$ cat src/rtl/alu_pkg.sv
// Shared ALU control encodings: op codes, MIPS funct values and the ALUOp/funct decoder.
// Used by both the execution unit and the CPU decoder so the encodings stay in one place.
package alu_pkg;

    localparam int unsigned ALU_CNTL_OP_W = 4;

    typedef logic [ALU_CNTL_OP_W-1:0] aluCntl_t;

    localparam aluCntl_t OpAnd     = 4'd0;
    localparam aluCntl_t OpOr      = 4'd1;
    localparam aluCntl_t OpAdd     = 4'd2;
    localparam aluCntl_t OpXor     = 4'd3;
    localparam aluCntl_t OpNor     = 4'd4;
    localparam aluCntl_t OpSltu    = 4'd5;
    localparam aluCntl_t OpSub     = 4'd6;
    localparam aluCntl_t OpSlt     = 4'd7;
    localparam aluCntl_t OpMfhi    = 4'd8;
    localparam aluCntl_t OpMflo    = 4'd9;
    localparam aluCntl_t OpMult    = 4'd10;
    localparam aluCntl_t OpMultu   = 4'd11;
    localparam aluCntl_t OpDiv     = 4'd12;
    localparam aluCntl_t OpDivu    = 4'd13;
    localparam aluCntl_t OpIllegal = 4'd15;

    localparam logic [1:0] AluOpAdd   = 2'b00;
    localparam logic [1:0] AluOpSub   = 2'b01;
    localparam logic [1:0] AluOpRType = 2'b10;

    localparam logic [5:0] FunctMfhi  = 6'h10;
    localparam logic [5:0] FunctMflo  = 6'h12;
    localparam logic [5:0] FunctMult  = 6'h18;
    localparam logic [5:0] FunctMultu = 6'h19;
    localparam logic [5:0] FunctDiv   = 6'h1A;
    localparam logic [5:0] FunctDivu  = 6'h1B;
    localparam logic [5:0] FunctAdd   = 6'h20;
    localparam logic [5:0] FunctSub   = 6'h22;
    localparam logic [5:0] FunctAnd   = 6'h24;
    localparam logic [5:0] FunctOr    = 6'h25;
    localparam logic [5:0] FunctXor   = 6'h26;
    localparam logic [5:0] FunctNor   = 6'h27;
    localparam logic [5:0] FunctSlt   = 6'h2A;
    localparam logic [5:0] FunctSltu  = 6'h2B;

    typedef enum logic [1:0] {StIdle, StMul, StDiv, StDone} aluState_t;

    // HI/LO and multiply/divide functs fall back to illegal when the engine is absent.
    function automatic aluCntl_t decodeOp(input logic [1:0] aluOp, input logic [5:0] funct,
                                          input logic mdEn);
        aluCntl_t op;
        op = OpIllegal;
        case (aluOp)
            AluOpAdd: op = OpAdd;
            AluOpSub: op = OpSub;
            AluOpRType: begin
                case (funct)
                    FunctAdd:   op = OpAdd;
                    FunctSub:   op = OpSub;
                    FunctAnd:   op = OpAnd;
                    FunctOr:    op = OpOr;
                    FunctXor:   op = OpXor;
                    FunctNor:   op = OpNor;
                    FunctSlt:   op = OpSlt;
                    FunctSltu:  op = OpSltu;
                    FunctMfhi:  op = mdEn ? OpMfhi : OpIllegal;
                    FunctMflo:  op = mdEn ? OpMflo : OpIllegal;
                    FunctMult:  op = mdEn ? OpMult : OpIllegal;
                    FunctMultu: op = mdEn ? OpMultu : OpIllegal;
                    FunctDiv:   op = mdEn ? OpDiv : OpIllegal;
                    FunctDivu:  op = mdEn ? OpDivu : OpIllegal;
                    default:    op = OpIllegal;
                endcase
            end
            default: op = OpIllegal;
        endcase
        return op;
    endfunction

endpackage

$ cat src/rtl/alu_muldiv_seq.sv
// Iterative multiply/divide engine: one shift-add or restoring-divide step per cycle.
// Signed operations run on magnitudes; sign fix-up is applied to the final outputs.
module alu_muldiv_seq #(
    parameter int unsigned DATA_W = 32
) (
    input  logic              iClk,
    input  logic              iReset,
    input  logic              iStart,
    input  logic              iSigned,
    input  logic              iMode,
    input  logic [DATA_W-1:0] iA,
    input  logic [DATA_W-1:0] iB,
    output logic              oDone,
    output logic [DATA_W-1:0] oHi,
    output logic [DATA_W-1:0] oLo
);
    localparam int unsigned CntW = $clog2(DATA_W);

    logic              busyQ, modeQ, negResQ, negRemQ, divZeroQ;
    logic [CntW-1:0]   cntQ;
    logic [DATA_W-1:0] accQ, mplQ, mcdQ, aQ;
    logic [DATA_W-1:0] magA, magB, accD, mplD;
    logic [DATA_W:0]   sum, shifted;
    logic              geq;
    logic [2*DATA_W-1:0] prod, prodFinal;

    always_comb begin
        magA      = (iSigned && iA[DATA_W-1]) ? -iA : iA;
        magB      = (iSigned && iB[DATA_W-1]) ? -iB : iB;
        sum       = {1'b0, accQ} + (mplQ[0] ? {1'b0, mcdQ} : '0);
        shifted   = {accQ, mplQ[DATA_W-1]};
        geq       = shifted >= {1'b0, mcdQ};
        accD      = sum[DATA_W:1];
        mplD      = {sum[0], mplQ[DATA_W-1:1]};
        if (modeQ) begin
            // Difference is below the divisor, so DATA_W bits hold it exactly.
            accD = geq ? (shifted[DATA_W-1:0] - mcdQ) : shifted[DATA_W-1:0];
            mplD = {mplQ[DATA_W-2:0], geq};
        end
        prod      = {accD, mplD};
        prodFinal = negResQ ? -prod : prod;
        if (divZeroQ) begin
            oHi = aQ;
            oLo = '1;
        end else if (modeQ) begin
            oHi = negRemQ ? -accD : accD;
            oLo = negResQ ? -mplD : mplD;
        end else begin
            oHi = prodFinal[2*DATA_W-1:DATA_W];
            oLo = prodFinal[DATA_W-1:0];
        end
        oDone = busyQ && (divZeroQ || (cntQ == CntW'(DATA_W - 1)));
    end

    always_ff @(posedge iClk or posedge iReset) begin
        if (iReset) begin
            busyQ    <= 1'b0;
            modeQ    <= 1'b0;
            negResQ  <= 1'b0;
            negRemQ  <= 1'b0;
            divZeroQ <= 1'b0;
            cntQ     <= '0;
            accQ     <= '0;
            mplQ     <= '0;
            mcdQ     <= '0;
            aQ       <= '0;
        end else if (iStart) begin
            busyQ    <= 1'b1;
            modeQ    <= iMode;
            negResQ  <= iSigned && (iA[DATA_W-1] ^ iB[DATA_W-1]);
            negRemQ  <= iSigned && iA[DATA_W-1];
            divZeroQ <= iMode && (iB == '0);
            cntQ     <= '0;
            accQ     <= '0;
            mplQ     <= magA;
            mcdQ     <= magB;
            aQ       <= iA;
        end else if (busyQ) begin
            accQ <= accD;
            mplQ <= mplD;
            cntQ <= cntQ + 1'b1;
            if (oDone) begin
                busyQ <= 1'b0;
            end
        end
    end

endmodule

$ cat src/rtl/alu_exec_unit.sv
// ALU execution unit with valid/ready handshake, single-cycle logic/arith ops and an
// optional iterative multiply/divide engine that owns the architectural HI/LO registers.
module alu_exec_unit #(
    parameter int unsigned DATA_W        = 32,
    parameter int unsigned ALU_CNTL_OP_W = alu_pkg::ALU_CNTL_OP_W,
    parameter bit          MD_EN         = 1'b1
) (
    input  logic                     iClk,
    input  logic                     iReset,
    input  logic                     iValid,
    output logic                     oReady,
    input  logic [1:0]               iALUOp,
    input  logic [5:0]               iInstFunct,
    input  logic [DATA_W-1:0]        iA,
    input  logic [DATA_W-1:0]        iB,
    output logic                     oValid,
    input  logic                     iReady,
    output logic [DATA_W-1:0]        oResult,
    output logic                     oZero,
    output logic [ALU_CNTL_OP_W-1:0] oOp,
    output logic                     oIllegal,
    output logic [DATA_W-1:0]        oHi,
    output logic [DATA_W-1:0]        oLo,
    output logic                     oBusy
);
    import alu_pkg::*;

    aluState_t         stateQ, stateD;
    aluCntl_t          opDec, opQ;
    logic              accept, isMul, isDiv, mdStart, mdSigned, mdMode, mdDone;
    logic              validQ, illegalQ;
    logic [DATA_W-1:0] resultQ, hiQ, loQ, aluRes, mdHi, mdLo;

    always_comb begin
        opDec    = decodeOp(iALUOp, iInstFunct, MD_EN);
        isMul    = (opDec == OpMult) || (opDec == OpMultu);
        isDiv    = (opDec == OpDiv) || (opDec == OpDivu);
        oReady   = (stateQ == StIdle) && (!validQ || iReady);
        accept   = iValid && oReady;
        mdStart  = accept && (isMul || isDiv);
        mdSigned = (opDec == OpMult) || (opDec == OpDiv);
        mdMode   = isDiv;
    end

    always_comb begin
        aluRes = '0;
        case (opDec)
            OpAnd:  aluRes = iA & iB;
            OpOr:   aluRes = iA | iB;
            OpAdd:  aluRes = iA + iB;
            OpXor:  aluRes = iA ^ iB;
            OpNor:  aluRes = ~(iA | iB);
            OpSltu: aluRes = {{(DATA_W-1){1'b0}}, (iA < iB)};
            OpSub:  aluRes = iA - iB;
            OpSlt:  aluRes = {{(DATA_W-1){1'b0}}, ($signed(iA) < $signed(iB))};
            OpMfhi: aluRes = hiQ;
            OpMflo: aluRes = loQ;
            default: aluRes = '0;
        endcase
    end

    if (MD_EN) begin : gMd
        alu_muldiv_seq #(
            .DATA_W(DATA_W)
        ) uSeq (
            .iClk   (iClk),
            .iReset (iReset),
            .iStart (mdStart),
            .iSigned(mdSigned),
            .iMode  (mdMode),
            .iA     (iA),
            .iB     (iB),
            .oDone  (mdDone),
            .oHi    (mdHi),
            .oLo    (mdLo)
        );
    end else begin : gNoMd
        assign mdDone = 1'b0;
        assign mdHi   = '0;
        assign mdLo   = '0;
    end

    always_comb begin
        stateD = stateQ;
        unique case (stateQ)
            StIdle: begin
                if (accept && isMul) begin
                    stateD = StMul;
                end else if (accept && isDiv) begin
                    stateD = StDiv;
                end
            end
            StMul, StDiv: begin
                if (mdDone) begin
                    stateD = StDone;
                end
            end
            StDone: begin
                if (validQ && iReady) begin
                    stateD = StIdle;
                end
            end
            default: stateD = StIdle;
        endcase
    end

    always_ff @(posedge iClk or posedge iReset) begin
        if (iReset) begin
            stateQ   <= StIdle;
            validQ   <= 1'b0;
            resultQ  <= '0;
            opQ      <= OpIllegal;
            illegalQ <= 1'b0;
            hiQ      <= '0;
            loQ      <= '0;
        end else begin
            stateQ <= stateD;
            if (accept) begin
                opQ      <= opDec;
                illegalQ <= (opDec == OpIllegal);
                // Multi-cycle ops drop valid until the engine finishes.
                validQ   <= !(isMul || isDiv);
                resultQ  <= aluRes;
            end else if (mdDone) begin
                validQ  <= 1'b1;
                resultQ <= mdLo;
                hiQ     <= mdHi;
                loQ     <= mdLo;
            end else if (validQ && iReady) begin
                validQ <= 1'b0;
            end
        end
    end

    assign oValid   = validQ;
    assign oResult  = resultQ;
    assign oZero    = (resultQ == '0);
    assign oOp      = ALU_CNTL_OP_W'(opQ);
    assign oIllegal = illegalQ;
    assign oHi      = hiQ;
    assign oLo      = loQ;
    assign oBusy    = (stateQ == StMul) || (stateQ == StDiv);

endmodule

$ cat config.mk
export PLATFORM = sky130hd
export DESIGN_NAME = alu_exec_unit
export DESIGN_NICKNAME = d
export VERILOG_FILES = /design/src/rtl/alu_pkg.sv /design/src/rtl/alu_muldiv_seq.sv /design/src/rtl/alu_exec_unit.sv
export SDC_FILE = /design/constraint.sdc
export NUM_CORES = 1
export LEC_CHECK = 0
export ABC_AREA = 1
export BUFFER_PORTS_ARGS = -buffer_cell sky130_fd_sc_hd__buf_2
export CORE_MARGIN = 2
export CORE_UTILIZATION = 58
export DETAILED_ROUTE_END_ITERATION = 16
export PLACE_DENSITY = 0.77
export REMOVE_ABC_BUFFERS = 1
export SYNTH_ARGS = -nofsm -noshare
export SYNTH_HDL_FRONTEND = slang
export SYNTH_HIERARCHICAL = 1
export SYNTH_SLANG_ARGS = --single-unit
$ cat constraint.sdc
create_clock -name iClk -period 6.04 [get_ports iClk]
set_input_delay 1.51 -clock iClk [delete_from_list [all_inputs] [get_ports iClk]]
set_output_delay 1.51 -clock iClk [all_outputs]
set_load 0.1 [all_outputs]
* After elaboration in Yosys (flattened, before gate mapping)
Memories as Yosys holds them, arrays and structs flattened.
Cells that the tools add are included.
** Word-level totals
- Output and inout bits :: 105
- ROM bits :: 256
- Memories kept :: 1
- Logic and storage cells :: 125
- Bits in registers :: 242
** Memories
- (name not given) :: words 64, bits a word 4, read ports 1, clocked after memory_dff 0, wr ports 0, line alu_pkg.sv:55 : case (funct)
** Operators by class
- Reduce and logical (&&, ||, !) cells :: 31
- Bitwise gates (word level) :: 6
- Equality and inequality tests :: 23
- Multiplexer cells :: 34
- Order comparisons :: 3
- Add/sub/neg operators :: 10
** Operator list (count)
- $mux 32 :: 18
- $pmux 32 s10 :: 1
- $neg 32->32 :: 4
- $logic_not 32->1 :: 2
- $lt 32x32->1 :: 2
- $mux 64 :: 1
- $neg 64->64 :: 1
- $sub 32x32->32 :: 2
- $add 32x33->33 :: 1
- $ge 33x32->1 :: 1
- $add 32x32->32 :: 1
- $and 32x32->32 :: 1
- $not 32->32 :: 1
- $or 32x32->32 :: 1
- $xor 32x32->32 :: 1
- $eq 4x4->1 const B :: 7
- $eq 4x3->1 const B :: 4
- $pmux 4 s3 :: 1
- $logic_and 1x1->1 :: 11
- $mux 5 :: 2
- $eq 4x2->1 const B :: 2
- $mux 2 :: 4
- $logic_or 1x1->1 :: 7
- $eq 2x2->1 const B :: 3
- other kinds (19) :: 28

* Longest topological paths before layout
Gate-level depths: netlist of the first run.
- Word-level depth :: 9
- Mapped depth :: 34
- Gate-level depth less buffers :: 33

* Cells and area by module
The synthesis of the first run kept the hierarchy.
** By module, submodules not included
- alu_muldiv_seq :: instances 1, seq. area each 3453.3 um^2, cells an instance 2846, area an instance 16328.2 um^2
- alu_exec_unit :: instances 1, seq. area each 2607.5 um^2, cells an instance 2126, area an instance 12085.3 um^2

* Worst setup path before layout of the first run
No wires, ideal clock.
- Path kind :: input -> register
- Start point :: input port iReady
- End point :: register gMd.uSeq.mplQ[13]
- Data arrival time :: 4.880 ns
- Path buffers :: 3
- Stages on the path :: 12
- Setup slack :: 1.029 ns
- Cells stage by stage :: nor2_1 > nor2_1 > nand2_1 > clkinv_1 > nand2_1 > inv_1 > clkbuf_1 > clkbuf_1 > buf_1 > nand3_1 > o211ai_1 > o21ai_0
** On the way
- Cells in the longest elaborated chain, start to end :: 5
** RTL lines
- from (decl) :: line alu_exec_unit.sv:17 : input logic iReady,
- $logic_or 1x1->1 * :: line alu_exec_unit.sv:38 : oReady = (stateQ == StIdle) && (!validQ || iReady);
- $logic_and 1x1->1 * :: line alu_exec_unit.sv:38
- net oReady :: line alu_exec_unit.sv:11 : output logic oReady,
- $logic_and 1x1->1 * :: line alu_exec_unit.sv:39 : accept = iValid && oReady;
- $logic_and 1x1->1 * :: line alu_exec_unit.sv:40 : mdStart = accept && (isMul || isDiv);
- net mdStart :: line alu_exec_unit.sv:30 : logic accept, isMul, isDiv, mdStart, mdSigned, mdMode, mdDone;
- $mux 32 or $reduce_bool 2->1 (tied branches)
- to (signal assigned) :: line alu_muldiv_seq.sv:75 : mplQ <= magA;
- to (signal assigned) :: line alu_muldiv_seq.sv:80 : mplQ <= mplD;
- to (decl) :: line alu_muldiv_seq.sv:21 : logic [DATA_W-1:0] accQ, mplQ, mcdQ, aQ;
The timed path passes the listed nets; every way through them passes the cells marked *.
A chain may end at the register's enable or synchronous reset.

* Final worst setup path of the first run
- Start point :: register gMd.uSeq.accQ[1]
- End point :: register hiQ[28], in the netlist oHi[28]
** On the way
- Cells in the longest elaborated chain, start to end :: 7
** RTL lines
- from (decl) :: line alu_muldiv_seq.sv:21
- from (signal assigned) :: line alu_muldiv_seq.sv:63 : accQ <= '0;
- from (signal assigned) :: line alu_muldiv_seq.sv:74 : accQ <= '0;
- from (signal assigned) :: line alu_muldiv_seq.sv:79 : accQ <= accD;
- $sub 32x32->32 or $ge 33x32->1 (tied branches) :: line alu_muldiv_seq.sv:37, alu_muldiv_seq.sv:32
- $mux 32 :: line alu_muldiv_seq.sv:37 : accD = geq ? (shifted[DATA_W-1:0] - mcdQ) : shifted[DATA_W-1:0];
- $mux 32 :: line alu_muldiv_seq.sv:35 : if (modeQ) begin
- $neg 64->64 or $neg 32->32 (tied branches) :: line alu_muldiv_seq.sv:41, alu_muldiv_seq.sv:46
- $mux 64 or $mux 32 (tied branches) :: line alu_muldiv_seq.sv:41, alu_muldiv_seq.sv:46
- $mux 32 * :: line alu_muldiv_seq.sv:45 : end else if (modeQ) begin
- $mux 32 * :: line alu_muldiv_seq.sv:42 : if (divZeroQ) begin
- net mdHi[28] :: line alu_exec_unit.sv:32 : logic [DATA_W-1:0] resultQ, hiQ, loQ, aluRes, mdHi, mdLo;
- to (signal assigned) :: line alu_exec_unit.sv:127 : hiQ <= mdHi;
- to (decl) :: line alu_exec_unit.sv:32
Marks and branches as above.

==> run_results.csv, run 1 <==
group,metric,value,unit
status,status,"finished, final reports clean",
setup_path,crit_arrival,5520,ps
finish,stdcell_count,5708,
power_and_ir_drop,ir_drop,0.000712,V
worst_hold_path,min_to,"gMd.uSeq/aQ[22]",
timing,setup_viol,0,
placed_design,place.gp.congestion,1.10,
routing,drt_iter0_markers,4467,
timing,rsz0062_at_grt,"no",
power_and_ir_drop,p_sw,0.0121,W
clock_network,ctsResizeCount,0,
timing,hold_viol_final,0,
timing,period_share,83.4,%
timing,fin_setup_tns,0,ps
worst_hold_path,holdCritPathClass,"flip-flop to flip-flop",
placed_design,dp_hpwl,96700,µm
floorplanning,rows,81,
clock_network,clk_pin_slew,70,ps
finish,fin_nets,5315,
clock_network,clockBufferDepth,3,
synth,synthCells,4972,
synth,synth_top_area_share,23.6,%
synth,syn-cell-area,28400,µm²
finish,final_common_cell,"nand2_1",
timing,fin_ws,1000,ps
setup_path,cp_common_cell,"nand2_1",
clock_network,cts_sinks,242,
setup_path,slowest_delay,470,ps
synth,yosys_register_bits,242,
worst_hold_path,hp-start,"gMd.uSeq/aQ[22]",
finish,drive_gt1_share,8.52,%
global_route,grt_pass1_wl,185000,µm
floorplanning,dieArea,50800,µm²
clock_network,cts_buffers,31,
routing,vias,33800,
finish,final_cell_mix,"nand2_1, inv_1, nand3_1",
finish,syn2layout_area_growth,7.64,%
placed_design,io_buffers,180,
global_route,grt_start_max_net_pins,74,
routing,first_pass_iters,6,
routing,wirelength,124000,µm
setup_path,endpoint_kind,"flip-flop",
setup_path,path_max_fanout,24,
setup_path,r2r-end,"oHi[28]",
floorplanning,fp.dieH,225,µm
synth,synth_flop_cell,"dfrtp_1",
synth,async_flop_share,100,%
synth,synth-edff-count,0,
global_route,grt_pass1_vias,31500,
clock_network,cts_tree,"built",
power_and_ir_drop,combPwrFrac,73.7,%
timing,max_freq,198,MHz
routing,via_per_inst,5.92,
global_route,antenna_found_initial,0,
synth,synth.distinct_cells,60,
flow_run,maxCapViolCount,0,
finish,register_area,6070,µm²
power_and_ir_drop,leakage,17.3,nW
synth,synth.area.top_cells,"nand2_1, dfrtp_1, inv_1",
synth,synth_seq_area_share,21.3,%
timing,clock_skew,24.3,ps
clock_network,cts-root-buf,"clkbuf_16",
worst_hold_path,hold_path_depth,2,
power_and_ir_drop,power_density,616,nW/µm²
floorplanning,initial_core_util,58.4,%
setup_path,slowest_stage,"nand2_2",
power_and_ir_drop,switching_share,64.1,%
timing,tightest_slew,1210,ps
routing,drtAntennaViolNets,0,
power_and_ir_drop,power,0.0188,W
synth,yosys_warnings,6,
setup_path,rr_worst_depth,32,
clock_network,clkLatencyLatePin,620,ps
placed_design,dp_slack,1050,ps
timing,fin_crit,5040,ps
clock_network,postCtsSetupBuffers,0,
floorplanning,fp.coreArea,48600,µm²
setup_path,r2r_start,"gMd.uSeq/accQ[1]",
routing,wire_per_inst,21.7,µm
setup_path,worstSetupPathType,"flip-flop to flip-flop",
power_and_ir_drop,intPower,0.00677,W
setup_path,critical_path.startpoint_type,"flip-flop",
finish,n_fill_cell,4839,
setup_path,required,6520,ps
power_and_ir_drop,power.clock.fraction,9.7,%
timing,slew_viol_final,0,
clock_network,hold_buffers,0,
placed_design,dp.cells,5649,
finish,multi_input_area,18600,µm²
timing,slew_headroom,19.2,%
setup_path,ff2ff_setup_slack,1000,ps
synth,avgSynthCellArea,5.71,µm²
synth,yosysTopAreaCell,"nand2_1",
clock_network,h-tree-depth,1,
routing,drt_drc_violations_left,0,
floorplanning,die_x,225,µm
global_route,grt-ovfl-total,0,
power_and_ir_drop,power_frac_seq,16.6,%
global_route,grt_use_total,48.5,%
floorplanning,ioPinCount,181,
==> per-stage QoR <==
stage	hold slack (ps)	util [%]	cell area (µm²)
floorplan	442	-	27600
global placement	454	60.9	29600
detailed placement	458	60.9	29600
CTS	472	62.9	30600
global route	497	62.9	30600
finish	469	62.9	30600
==> routing by layer <==
| layer | wire [µm] | share of wire [%] | track usage (%) |
|---|---|---|---|
| met3 | 14700 | 12 | 9.80 |
| met1 | 43800 | 35 | 57.7 |
| met4 | 11800 | 9.5 | 38.8 |
| met2 | 53800 | 43 | 76.2 |
| met5 | 0 | 0 | 0 |
==> registers in the layout, summed over array words and instances (netlist names) <==
register and flops:
gMd.uSeq/mplQ 32, gMd.uSeq/busyQ 1, oValid 1, oLo 32, oOp 4, oIllegal 1
gMd.uSeq/divZeroQ 1, gMd.uSeq/cntQ 5, gMd.uSeq/modeQ 1, gMd.uSeq/negRemQ 1, oHi 32, gMd.uSeq/aQ 32
gMd.uSeq/accQ 32, oResult 32, gMd.uSeq/mcdQ 32, stateQ 2, gMd.uSeq/negResQ 1
==> area by class of cell <==
type	instances	share of cell area [%]
clock buffers	47	2.93
well taps	622	2.54
repair buffers	218	3.88
diodes	1	0.00818
flip-flops and latches	242	19.8
multi-input cells	3768	60.7
inverters	799	9.84
clock inverters	11	0.250
==> worst max-delay path: cells and delay by family (launching register included) <==
kind                       cells  cell delay [ps]
and+or+nand+nor               23             2690
AOI/OAI and AO/OA              6             1030
adders and majority gates      2              670
DFF                            1              420
buffers and inverters          1              100
==> logic make-up after synthesis <==
logic type	share of synthesized area [%]
adders and majority gates	7.99
xor gates and xnor gates	2.28
and+or+nand+nor	43.5
buffers and inverters	13.4
AOI/OAI and AO/OA	11.5
DFF	21.3
==> cells in the mapped netlist (3+ instances only) <==
cell type  number
ha_1          175
nor2_1        426
buf_1          13
a21o_1          4
or2_2          11
nand3_2        18
dfstp_2         4
o21bai_1       10
xnor2_1        25
a31oi_1         5
a21oi_1       160
o31ai_1         8
fa_1            4
buf_2          34
buf_4          11
o21ai_2         8
o22ai_1        29
inv_1         767
nor2_4         12
o21ai_1        51
and3_1          5
clkinv_1        4
dfrtp_1       238
o221ai_1        9
nor4_1         18
nand2_1      1790
a22oi_1         3
nand2_2        23
buf_6          12
nor3_1         39
nor2_2         29
nand3_1       426
nand4_1        74
o21ai_0       283
o211ai_1       13
nor3_2          7
a21oi_2         4
nand2_4         5
inv_2          27
clkbuf_1       92
nand3b_1       23
xor2_1         49
==> power by group through the flow <==
stage	Clock, W	Combinational [W]	Sequential, W
after floorplan	0	0.00732	0.00526
after CTS	0.00183	0.0134	0.00309
after global placement	0	0.0133	0.00307
after global routing	0.00190	0.0149	0.00318
after detailed placement	0	0.0133	0.00310
final	0.00184	0.0139	0.00313
==> worst max path at each step <==
stage	from	endpoint
final	gMd.uSeq/accQ[1]	oHi[28]
after CTS	gMd.uSeq/accQ[6]	oHi[28]
after floorplan	iReady	gMd.uSeq/mplQ[22]
after global routing	gMd.uSeq/accQ[10]	oHi[28]
after global placement	iInstFunct[0]	gMd.uSeq/mplQ[22]
after detailed placement	iInstFunct[0]	gMd.uSeq/mplQ[22]
Note: power is estimated with default switching activity, not from simulation.
==> inputs of run 2 (changes only) <==
==> constraint.sdc (replaced) <==
create_clock -name iClk -period 4.8 [get_ports iClk]
set_input_delay 1.2 -clock iClk [delete_from_list [all_inputs] [get_ports iClk]]
set_output_delay 1.2 -clock iClk [all_outputs]
set_load 0.1 [all_outputs]
==> run 2 against run 1 <==
Critical endpoint is now oHi[21]. Critical path type unchanged. Register-to-register slack lost 720 ps. Largest power group unchanged. Clock power is 22% higher. Hold slack worse by 1.9 ps. Final cell count up 0.93%. Non-clock buffer count is 62 higher. Power rose by 29%. Setup slack worse by 720 ps. Sequential share of layout area is 0.31 points lower.
==> run_results.csv, run 2 (synthesis gave the netlist of run 1 again) <==
group,metric,value,unit
setup_path,required,5280,ps
setup_path,crit_arrival,5000,ps
status,status,"finished, final reports clean",
timing,hold_viol_final,0,
routing,wirelength,125000,µm
timing,rsz0062_at_grt,"no",
routing,wire_per_inst,21.7,µm
finish,final_cell_mix,"nand2_1, inv_1, nand3_1",
floorplanning,die_x,225,µm
floorplanning,fp.coreArea,48600,µm²
clock_network,h-tree-depth,1,
finish,syn2layout_area_growth,9.37,%
global_route,grt_pass1_wl,186000,µm
timing,max_freq,221,MHz
timing,fin_crit,4520,ps
global_route,grt_pass1_vias,32100,
global_route,grt_start_max_net_pins,74,
global_route,grt-ovfl-total,0,
clock_network,cts_sinks,242,
finish,drive_gt1_share,9.65,%
timing,period_share,94.2,%
placed_design,place.gp.congestion,1.09,
power_and_ir_drop,leakage,17.7,nW
setup_path,worstSetupPathType,"flip-flop to flip-flop",
setup_path,endpoint_kind,"flip-flop",
routing,drt_drc_violations_left,0,
floorplanning,rows,81,
power_and_ir_drop,power_density,783,nW/µm²
placed_design,io_buffers,180,
timing,setup_viol,0,
routing,vias,34000,
placed_design,dp.cells,5709,
finish,fin_nets,5375,
clock_network,clockBufferDepth,3,
finish,insertedDiodeCount,0,
routing,first_pass_iters,6,
setup_path,critical_path.startpoint_type,"flip-flop",
floorplanning,ioPinCount,181,
flow_run,maxCapViolCount,0,
floorplanning,fp.dieH,225,µm
floorplanning,initial_core_util,58.4,%
timing,clock_skew,14.5,ps
timing,fin_setup_tns,0,ps
timing,slew_headroom,20.2,%
global_route,antenna_found_initial,0,
placed_design,dp_hpwl,98900,µm
worst_hold_path,holdCritPathClass,"flip-flop to flip-flop",
clock_network,cts_tree,"built",
timing,tightest_slew,1190,ps
setup_path,path_max_fanout,18,
timing,whs,467,ps
floorplanning,dieArea,50800,µm²
global_route,grt_use_total,48.8,%
routing,via_per_inst,5.91,
clock_network,cts-root-buf,"clkbuf_16",
timing,slew_viol_final,0,
power_and_ir_drop,ir_drop,0.000807,V
routing,drt_iter0_markers,4119,
clock_network,clk_pin_slew,60,ps
finish,n_fill_cell,4849,
clock_network,clkLatencyLatePin,600,ps
finish,final_common_cell,"nand2_1",
finish,stdcell_count,5761,
routing,drtAntennaViolNets,0,
clock_network,cts_buffers,29,
[run 2: area by class of cell]
class / instances / area, µm² / share of cell area [%]
Clock inverter: 11 / 93.8 / 0.302
Clock buffer: 39 / 833 / 2.68
Inverter: 799 / 3010 / 9.69
Tap cell: 622 / 778 / 2.50
Timing Repair Buffer: 280 / 1710 / 5.52
Multi-Input combinational cell: 3768 / 18600 / 59.8
Sequential cell: 242 / 6070 / 19.5
[run 2: timing repair]
item,in CTS,in global routing
setup buffers,0,2
endpoints found under the setup margin,0,3
resized for setup,0,4
hold buffers,0,0
[run 2: routing by layer]
metal,GRT usage (%),vias up,part of all wire (%)
met2,76.9,2163,43
li1,-,15900,-
met4,42.5,0,10
met1,56.0,15400,35
met3,10.8,604,11
met5,0,-,0
[run 2: stage by stage]
stage / setup WS (ps) / cell area (µm²) / total power (W) / util (%)
floorplan: -2450 / 27600 / 0.0158 / -
global placement: 362 / 30100 / 0.0213 / 61.9
detailed placement: 337 / 30100 / 0.0214 / 61.9
CTS: 407 / 31000 / 0.0237 / 63.8
global route: 5.26 / 31100 / 0.0258 / 63.9
finish: 278 / 31100 / 0.0243 / 63.9
[run 2: path summary, 6_finish.rpt]
kind                                  start        endpoint  slack, ps  cells past startpoint
max in group asynchronous            iReset  gMd.uSeq/aQ[5]       3190                      3
hold reg to reg                      oOp[0]          oOp[0]        470                      2
min in group asynchronous            iReset         oHi[31]        730                      2
setup reg to reg           gMd.uSeq/mplQ[0]         oHi[21]        280                     27
hold / removal                       oOp[0]          oOp[0]        470                      2
setup / recovery           gMd.uSeq/mplQ[0]         oHi[21]        280                     27
[run 2: power by group]
group | leakage (nW) | switching, W | internal [W]
combinational | 14.2 | 0.0134 | 0.00475
sequential | 3.02 | 0.000964 | 0.00298
clock | 0.450 | 0.000985 | 0.00126
[run 2: critical path, cell delays in order (launching register included)]
cell	delay [ps]
dfrtp_1	420
buf_4	250
buf_4	240
nand2_1	80
inv_1	40
ha_1	360
nand2_1	130
nor2_1	140
inv_1	150
nor2_1	390
nand4_1	130
buf_4	190
nand3_1	80
nand2_1	70
nand2_1	60
nand2_1	50
nand2_1	160
nand2_1	80
nor2_1	240
nand2_1	170
o21ai_1	160
nand3_1	210
nand2_1	110
nand2_1	50
nand3_1	140
nand2_1	80
nand2_1	150
nand2_1	70
